==> src/rtl/scc_bus_master.sv <==
// ---------------------------------------------------------------------------
// scc_bus_master
//
// Host-side initiator for the SCC register / wave-RAM slave port. Commands
// are queued in a small FIFO and replayed one at a time as slave bus cycles.
// Each bus cycle has a programmable active length and is followed by a
// programmable idle gap. Read results come back on the response port.
//
// Ports:
//   clk, reset          clock; asynchronous active-high reset
//   cmd_valid/ready     command handshake (transfer when both high at an edge)
//   cmd_write           1 = write, 0 = read
//   cmd_address[14:0]   target address
//   cmd_wrdata[7:0]     write data (ignored for reads)
//   rsp_valid           one-clock pulse when rsp_data carries a new read result
//   rsp_data[7:0]       last read result, held until the next read completes
//   busy                FIFO non-empty or a transaction in progress
//   wrreq/rdreq         request pulses to the slave (first active clock only)
//   wr_active/rd_active cycle-active strobes to the slave
//   a[14:0], d[7:0]     bus address / write data, held between transactions
//   q[7:0]              slave read data
// ---------------------------------------------------------------------------
module scc_bus_master #(
    parameter int FIFO_DEPTH_LOG2 = 2,
    parameter int WR_CYCLES       = 3,
    parameter int RD_CYCLES       = 3,
    parameter int GAP_CYCLES      = 1
) (
    input  logic        clk,
    input  logic        reset,
    input  logic        cmd_valid,
    output logic        cmd_ready,
    input  logic        cmd_write,
    input  logic [14:0] cmd_address,
    input  logic [7:0]  cmd_wrdata,
    output logic        rsp_valid,
    output logic [7:0]  rsp_data,
    output logic        busy,
    output logic        wrreq,
    output logic        rdreq,
    output logic        wr_active,
    output logic        rd_active,
    output logic [14:0] a,
    output logic [7:0]  d,
    input  logic [7:0]  q
);

    localparam int DEPTH = 1 << FIFO_DEPTH_LOG2;
    localparam int PTR_W = FIFO_DEPTH_LOG2;
    localparam int CNT_W = FIFO_DEPTH_LOG2 + 1;

    localparam logic [CNT_W-1:0] FULL_COUNT = CNT_W'(DEPTH);
    localparam logic [3:0]       WR_LOAD    = 4'(WR_CYCLES - 1);
    localparam logic [3:0]       RD_LOAD    = 4'(RD_CYCLES - 1);
    localparam logic [3:0]       GAP_LOAD   = 4'(GAP_CYCLES - 1);

    typedef enum logic [1:0] {
        IDLE   = 2'd0,
        ACTIVE = 2'd1,
        GAP    = 2'd2
    } state_t;

    // Entry layout: {write, address[14:0], data[7:0]}
    logic [23:0]      fifo_mem [DEPTH];
    logic [PTR_W-1:0] wr_ptr;
    logic [PTR_W-1:0] rd_ptr;
    logic [CNT_W-1:0] count;
    logic [CNT_W-1:0] count_next;
    logic             push;
    logic             pop;
    logic             fifo_empty;
    logic [23:0]      head;

    state_t           state;
    logic [3:0]       act_cnt;
    logic [3:0]       gap_cnt;

    // cmd_ready is the registered "not full" flag, so a pop on the same edge
    // as a full FIFO never makes room for that edge's push.
    assign push       = cmd_valid && cmd_ready;
    assign fifo_empty = (count == '0);
    assign pop        = (state == IDLE) && !fifo_empty;
    assign head       = fifo_mem[rd_ptr];
    assign count_next = count + CNT_W'(push) - CNT_W'(pop);

    // Storage needs no reset; only the pointers and count define contents.
    always_ff @(posedge clk) begin
        if (push) begin
            fifo_mem[wr_ptr] <= {cmd_write, cmd_address, cmd_wrdata};
        end
    end

    // Pointers and occupancy. cmd_ready is recomputed from the next count so
    // it always matches the occupancy the following edge will see.
    always_ff @(posedge clk or posedge reset) begin
        if (reset) begin
            wr_ptr    <= '0;
            rd_ptr    <= '0;
            count     <= '0;
            cmd_ready <= 1'b1;
        end else begin
            if (push) begin
                wr_ptr <= wr_ptr + PTR_W'(1);
            end
            if (pop) begin
                rd_ptr <= rd_ptr + PTR_W'(1);
            end
            count     <= count_next;
            cmd_ready <= (count_next != FULL_COUNT);
        end
    end

    // Bus sequencer. The active strobe that is currently high tells ACTIVE
    // whether the transaction is a read, so no separate type flag is kept.
    // busy reflects the state being entered at this edge: it drops exactly on
    // the GAP->IDLE edge when nothing is queued.
    always_ff @(posedge clk or posedge reset) begin
        if (reset) begin
            state     <= IDLE;
            act_cnt   <= '0;
            gap_cnt   <= '0;
            wrreq     <= 1'b0;
            rdreq     <= 1'b0;
            wr_active <= 1'b0;
            rd_active <= 1'b0;
            a         <= '0;
            d         <= '0;
            rsp_valid <= 1'b0;
            rsp_data  <= '0;
            busy      <= 1'b0;
        end else begin
            wrreq     <= 1'b0;
            rdreq     <= 1'b0;
            rsp_valid <= 1'b0;
            busy      <= !fifo_empty || (state == ACTIVE) ||
                         ((state == GAP) && (gap_cnt != '0));

            case (state)
                IDLE: begin
                    if (!fifo_empty) begin
                        a <= head[22:8];
                        if (head[23]) begin
                            d         <= head[7:0];
                            wrreq     <= 1'b1;
                            wr_active <= 1'b1;
                            act_cnt   <= WR_LOAD;
                        end else begin
                            rdreq     <= 1'b1;
                            rd_active <= 1'b1;
                            act_cnt   <= RD_LOAD;
                        end
                        state <= ACTIVE;
                    end
                end

                ACTIVE: begin
                    if (act_cnt == '0) begin
                        // q is taken at the end of the last rd_active clock.
                        if (rd_active) begin
                            rsp_data  <= q;
                            rsp_valid <= 1'b1;
                        end
                        wr_active <= 1'b0;
                        rd_active <= 1'b0;
                        gap_cnt   <= GAP_LOAD;
                        state     <= GAP;
                    end else begin
                        act_cnt <= act_cnt - 4'd1;
                    end
                end

                GAP: begin
                    if (gap_cnt == '0) begin
                        state <= IDLE;
                    end else begin
                        gap_cnt <= gap_cnt - 4'd1;
                    end
                end

                default: begin
                    state <= IDLE;
                end
            endcase
        end
    end

endmodule

==> config.mk <==
export PLATFORM = sky130hd
export DESIGN_NAME = scc_bus_master
export DESIGN_NICKNAME = d
export VERILOG_FILES = /design/src/rtl/scc_bus_master.sv
export SDC_FILE = /design/constraint.sdc
export NUM_CORES = 1
export LEC_CHECK = 0
export BUFFER_PORTS_ARGS = -buffer_cell sky130_fd_sc_hd__buf_2
export CAP_MARGIN = 15
export CORE_MARGIN = 4
export CORE_UTILIZATION = 35
export DETAILED_ROUTE_END_ITERATION = 10
export GPL_TIMING_DRIVEN = 0
export PLACE_DENSITY_LB_ADDON = 0.1
export SLEW_MARGIN = 25
export SYNTH_ARGS = -nofsm -noshare
export SYNTH_HDL_FRONTEND = slang
export SYNTH_SLANG_ARGS = --single-unit
export TNS_END_PERCENT = 10
==> constraint.sdc <==
create_clock -name clk -period 2.8 [get_ports clk]
set_input_delay 0.42 -clock clk [delete_from_list [all_inputs] [get_ports clk]]
set_output_delay 0.42 -clock clk [all_outputs]
set_load 0.01 [all_outputs]
# ---- After elaboration in Yosys (flattened, before gate mapping)
# Memory sizes are Yosys's and may differ from the RTL's.
# Cells that the tools add are included.
dict set report totals {
  regBits 55
  ramBits 96
  input_bits 35
  n_memories 1
}
dict set report op_classes {
  n_addsub 6
  eq_ne 10
  muxes 28
  n_bitwise 1
  reduce_logical 21
}
# name depth width rd rd_ports_with_merged_regs write_ports line_no
set mem_list {}
lappend mem_list {fifo_mem 4 24 1 0 1 64} ;# logic [23:0] fifo_mem [DEPTH];
# operator n
set op_table {}
lappend op_table {{1-bit 2-to-1 mux} 16}
lappend op_table {{4-bit 2-to-1 mux} 4}
lappend op_table {{4-bit one-hot mux with 2 select lines} 2}
lappend op_table {{3-bit AND reduction} 5}
lappend op_table {{2-bit != test (second input constant)} 5}
lappend op_table {{4-bit logical NOT} 2}
lappend op_table {{4-bit AND reduction} 2}
lappend op_table {{4-bit by 1-bit subtractor with 4-bit output (second input constant)} 2}
lappend op_table {{2-bit 2-to-1 mux} 3}
lappend op_table {{2-bit one-hot mux with 3 select lines} 1}
lappend op_table {{2-bit by 1-bit adder with 2-bit output (second input constant)} 2}
lappend op_table {{2-bit by 1-bit != test with 1-bit output (second input constant)} 2}
lappend op_table {{1-bit one-hot mux with 2 select lines} 2}
lappend op_table {{2-bit nonzero test} 2}
lappend op_table {{4-bit nonzero test} 1}
lappend op_table {{3-bit by 1-bit adder with 3-bit output} 1}
lappend op_table {{1-bit logical AND} 3}
lappend op_table {{3-bit logical NOT} 1}
lappend op_table {{3-bit != test (second input constant)} 1}
lappend op_table {{3-bit by 1-bit subtractor with 3-bit output} 1}
lappend op_table {{2-bit by 1-bit equality test with 1-bit output (second input constant)} 1}
lappend op_table {{2-bit equality test (second input constant)} 1}
lappend op_table {{2-bit logical NOT} 1}
lappend op_table {{1-bit logical OR} 2}
lappend op_table {{3 further kinds} 3}

# ---- Longest topological paths before layout
dict set report depth {
  ltp_word 5
  mapped_depth 13
  depth_no_buf 10
}

# ---- Worst setup path before layout
# No wires, ideal clock.
dict set report synth_timing {
  kind {flip-flop to flip-flop}
  start {register count[1]}
  end {register cmd_ready}
  setup_ps 83
  arrival_ps 2401
  t_required_ps 2717
  path_slack_ps 317
  path_stages_with_launch 14
  n_path_buf 3
  path_cell_list {dfrtp_1 -> nor3_1 -> or3_1 -> buf_4 -> inv_4 -> buf_6 -> buf_6 -> ha_1 -> inv_1 -> ha_1 -> fa_1 -> xnor2_1 -> xnor2_1 -> nand2_1}
}
dict set report synth_via {
  elab_chain_len 5
}
# item line_no
set synth_lines {}
lappend synth_lines {{start: declaration} 67} ;# logic [CNT_W-1:0] count;
lappend synth_lines {{start signal: assignment} 108} ;# count <= count_next;
lappend synth_lines {{3-bit logical NOT} 81} ;# assign fifo_empty = (count == '0);
lappend synth_lines {{1-bit logical NOT} --}
lappend synth_lines {{1-bit logical AND} 82} ;# assign pop = (state == IDLE) && !fifo_empty;
lappend synth_lines {{named net pop} 70} ;# logic pop;
lappend synth_lines {{3-bit by 1-bit subtractor with 3-bit output} 84} ;# assign count_next = count + CNT_W'(push) - CNT_W'(pop);
lappend synth_lines {{named net count_next[2]} 68} ;# logic [CNT_W-1:0] count_next;
lappend synth_lines {{3-bit != test} 109} ;# cmd_ready <= (count_next != FULL_COUNT);
lappend synth_lines {{end signal: assignment} 109}
lappend synth_lines {{end: declaration} 32} ;# output logic cmd_ready,
# The timed path passes the listed nets, and every way through them passes these cells.
# A chain may end at the register's enable or synchronous reset.

# ---- Worst setup path after layout
dict set report layout_timing {
  start {register state[0]}
  end {register cmd_ready}
}
dict set report layout_via {
  elab_chain_len 4
}
# item line_no
set layout_lines {}
lappend layout_lines {{start: declaration} 74} ;# state_t state;
lappend layout_lines {{start signal: assignment} 119} ;# state <= IDLE;
lappend layout_lines {{start signal: assignment} 152} ;# state <= ACTIVE;
lappend layout_lines {{start signal: assignment} 166} ;# state <= GAP;
lappend layout_lines {{2-bit logical NOT} 82}
lappend layout_lines {{1-bit logical AND} 82}
lappend layout_lines {{named net pop} 70}
lappend layout_lines {{3-bit by 1-bit subtractor with 3-bit output} 84}
lappend layout_lines {{named net count_next[2]} 68}
lappend layout_lines {{3-bit != test} 109}
# The timed path passes the listed nets, and every way through them passes these cells.

==> metrics.yaml <==
global_route:
  grt.total_usage_pct: 13.03
  grt_start_max_net_pins: 42
  gr-total-overflow: 0
  grt_pass1_vias: 3288
  antenna_found_initial: 0
  grt_first_pass_wirelength_um: 17760
cts:
  clkLatencyLatePin_ns: 0.42
  path_clk_slew_ns: 0.06
  cts_max_level: 4
  cts_tree: "done"
  cts.path.max_buffers: 2
  clkSinkCount: 151
  cts_buffers: 17
  root_buffer: "clkbuf_16"
finish:
  syn_to_final_growth_pct: 24.34
  final_nets: 478
  diodes: 0
  drive_gt1_share_pct: 37.44
  stdcell_count: 662
logic_synthesis:
  ys_ff_latch: 151
  synth-edff-count: 96
  syn-num-nets: 378
  synth_cells: 333
  ys_warn_count: 0
  synth.cell_area_mm2: 0.005849
  ys.flop_type: "edfxtp_1"
  async_flop_share_pct: 36.42
  syn_avg_cell_area_um2: 17.57
  ys_types: 41
  seq_area_frac_synth_pct: 72.83
sta:
  maxSlewHeadroom_pct: 52.40
  fin_skew_ns: 0.008805
  fmax_mhz: 384.5
  hold_violations: 0
  finalCriticalPeriod_ns: 2.601
  finalSetupViolations: 0
  rsz0062_at_grt: "false"
  worstMarginPinSlew_ns: 0.7141
  timing.final.crit_share_pct: 92.89
  drv_slew: 0
die:
  die_width_um: 137.3
  io_pins: 73
  core_mm2: 0.01612
  die_h_um: 137.3
  num_rows: 46
  initial_core_util_pct: 36.30
  die-area_mm2: 0.01884
worst_setup_path:
  worstPathMaxFanout: 10
  regToRegSetupSlack_ns: 0.20
  cp.required_ns: 3.15
  cp-start-kind: "flip-flop"
  critical_path_class: "flip-flop to flip-flop"
  r2r-start: "state[0]"
  crit_arrival_ns: 2.95
  startpoint: "state[0]"
  endpoint: "cmd_ready"
  timing.rr.end: "cmd_ready"
  cp-end-kind: "flip-flop"
  reg2reg_depth: 12
min_path:
  hp-class: "primary input to flip-flop"
  min_from: "cmd_address[0]"
placed_design:
  dp.final_hpwl_um: 7592
  placed_cells: 626
  gp_congestion: 0.6865
  io_buffer_count: 72
pwr:
  power.density_mw_per_mm2: 1117
  power_uw: 8122
  ir_worst_vdd_mv: 0.7807
  p_leak_uw: 0.002935
route:
  post-route-drc-count: 0
  first_pass_iters: 4
  drtIter0Drc: 125
  routedWlPerCell_um: 16.95
  viasPerCell: 4.595
  wirelength_um: 11220
  vias: 3042
  postRouteAntennaNets: 0
run_status:
  outcome: "finished clean"
flow_run:
  drv_cap: 0
-- stage by stage --
step           utilization (%)  instance area (um2)  setup TNS [ns]  hold slack (ns)  worst slack, ns
3_5_place_dp             41.11                 6625        -0.03569           0.3663         -0.03569
2_1_floorplan                -                 5849               0           0.4625           0.3167
6_report                 45.13                 7273               0           0.2136           0.1991
5_1_grt                  45.13                 7273               0           0.1903          0.01923
3_3_place_gp             40.21                 6480       -0.006234           0.4563        -0.006234
4_1_cts                  44.93                 7241               0           0.1908          0.04262
-- timing repair --
action	CTS	global route
hold buffers	1	0
setup endpoints to repair	1	2
pin swaps	0	3
endpoints found under the hold margin	14	0
resized for setup	1	2
setup buffers	0	3
-- critical path: stages, from the launching register on --
cell and delay [ns]:
dfrtp_1 0.45, or3_1 0.38, buf_6 0.14, inv_4 0.07, buf_6 0.15, buf_6 0.16, ha_1 0.13, inv_1 0.04
ha_1 0.18, fa_1 0.38, xnor2_1 0.20, xnor2_1 0.16, nand2_1 0.08
-- where the power goes --
group,switching [uW],leakage (uW),internal (uW)
clock,887,0.000287,1410
sequential,264,0.00154,3030
combinational,1310,0.00110,1220
-- worst min path at each step --
stage / cells after the start / end / slack, ns
4_1_cts: 1 / fifo_mem[1][14] / 0.19
3_5_place_dp: 2 / rsp_data[5] / 0.37
5_1_grt: 1 / fifo_mem[1][11] / 0.19
2_1_floorplan: 1 / gap_cnt[0] / 0.46
6_report: 1 / fifo_mem[3][8] / 0.21
3_3_place_gp: 2 / a[14] / 0.46
-- cells in the mapped netlist, types with 2 or more instances --
master	instances	area [um2]
a21oi_1	8	40.04
and3_1	4	25.02
buf_2	3	15.01
buf_6	4	45.04
clkbuf_1	2	7.510
dfrtp_1	54	1351
edfxtp_1	96	2883
ha_1	9	112.6
inv_1	14	52.55
mux2_2	9	101.4
mux2_4	8	120.1
mux4_1	4	105.1
mux4_2	20	450.4
nand2_1	50	187.7
nand3_1	4	20.02
nor2_1	8	30.03
nor3_1	4	20.02
nor3b_1	2	15.01
o21ai_0	2	10.01
or3_1	2	12.51
xnor2_1	5	43.79
xor2_1	2	17.52
-- layer usage --
layer	part of all wire, %	vias to the layer above	track usage [%]
met5	0	-	0
met4	1.5	0	4.324
met3	5.5	18	4.894
met2	51	68	22.04
met1	42	1509	15.35
li1	-	1447	-
-- flip-flops by register name (all words and copies together), names as in the netlist, 2 cells and up --
| register | cells |
|---|---|
| gap_cnt | 4 |
| state | 2 |
| rd_ptr | 2 |
| act_cnt | 4 |
| rsp_data | 8 |
| wr_ptr | 2 |
| a | 15 |
| count | 3 |
| fifo_mem | 96 |
| d | 8 |
-- layout by cell type (no fill, tap or decap), types with 3 or more instances in the layout --
cell / Yosys / final
a21oi_1: 8 / 8
and3_2: 0 / 4
buf_16: 0 / 5
buf_2: 3 / 75
buf_4: 1 / 3
buf_6: 4 / 5
bufinv_16: 0 / 3
clkbuf_1: 2 / 3
clkbuf_16: 0 / 17
clkinv_2: 0 / 3
clkinvlp_4: 0 / 3
dfrtp_1: 54 / 54
edfxtp_1: 96 / 96
ha_1: 9 / 9
inv_1: 14 / 13
inv_6: 0 / 4
mux2_2: 9 / 9
mux2_4: 8 / 8
mux4_1: 4 / 4
mux4_2: 20 / 20
nand2_1: 50 / 50
nand3_1: 4 / 4
nor2_1: 8 / 8
nor3_1: 4 / 3
xnor2_1: 5 / 5
-- layout make-up --
type | count | area (um2)
fillers | 1455 | 8842
flip-flops and latches | 151 | 4260
multi-input cells | 157 | 1471
repair buffers | 81 | 530.5
clock buffers | 18 | 429.2
well taps | 216 | 270.3
clock inverters | 14 | 171.4
plain buffers | 10 | 78.83
inverters | 15 | 61.31
-- kinds of logic (layout without fill, tap and decap cells) --
kind of cell	Yosys count	count (layout)	synth area share, %
AOI/OAI and AO/OA	17	17	1.754
muxes	41	41	13.28
and+or+nand+nor	82	82	6.524
xor gates and xnor gates	7	7	1.048
adders and majority gates	10	10	2.267
DFF	151	151	72.83
buffers and inverters	25	138	2.289
Power figures use the tool's default switching activity.
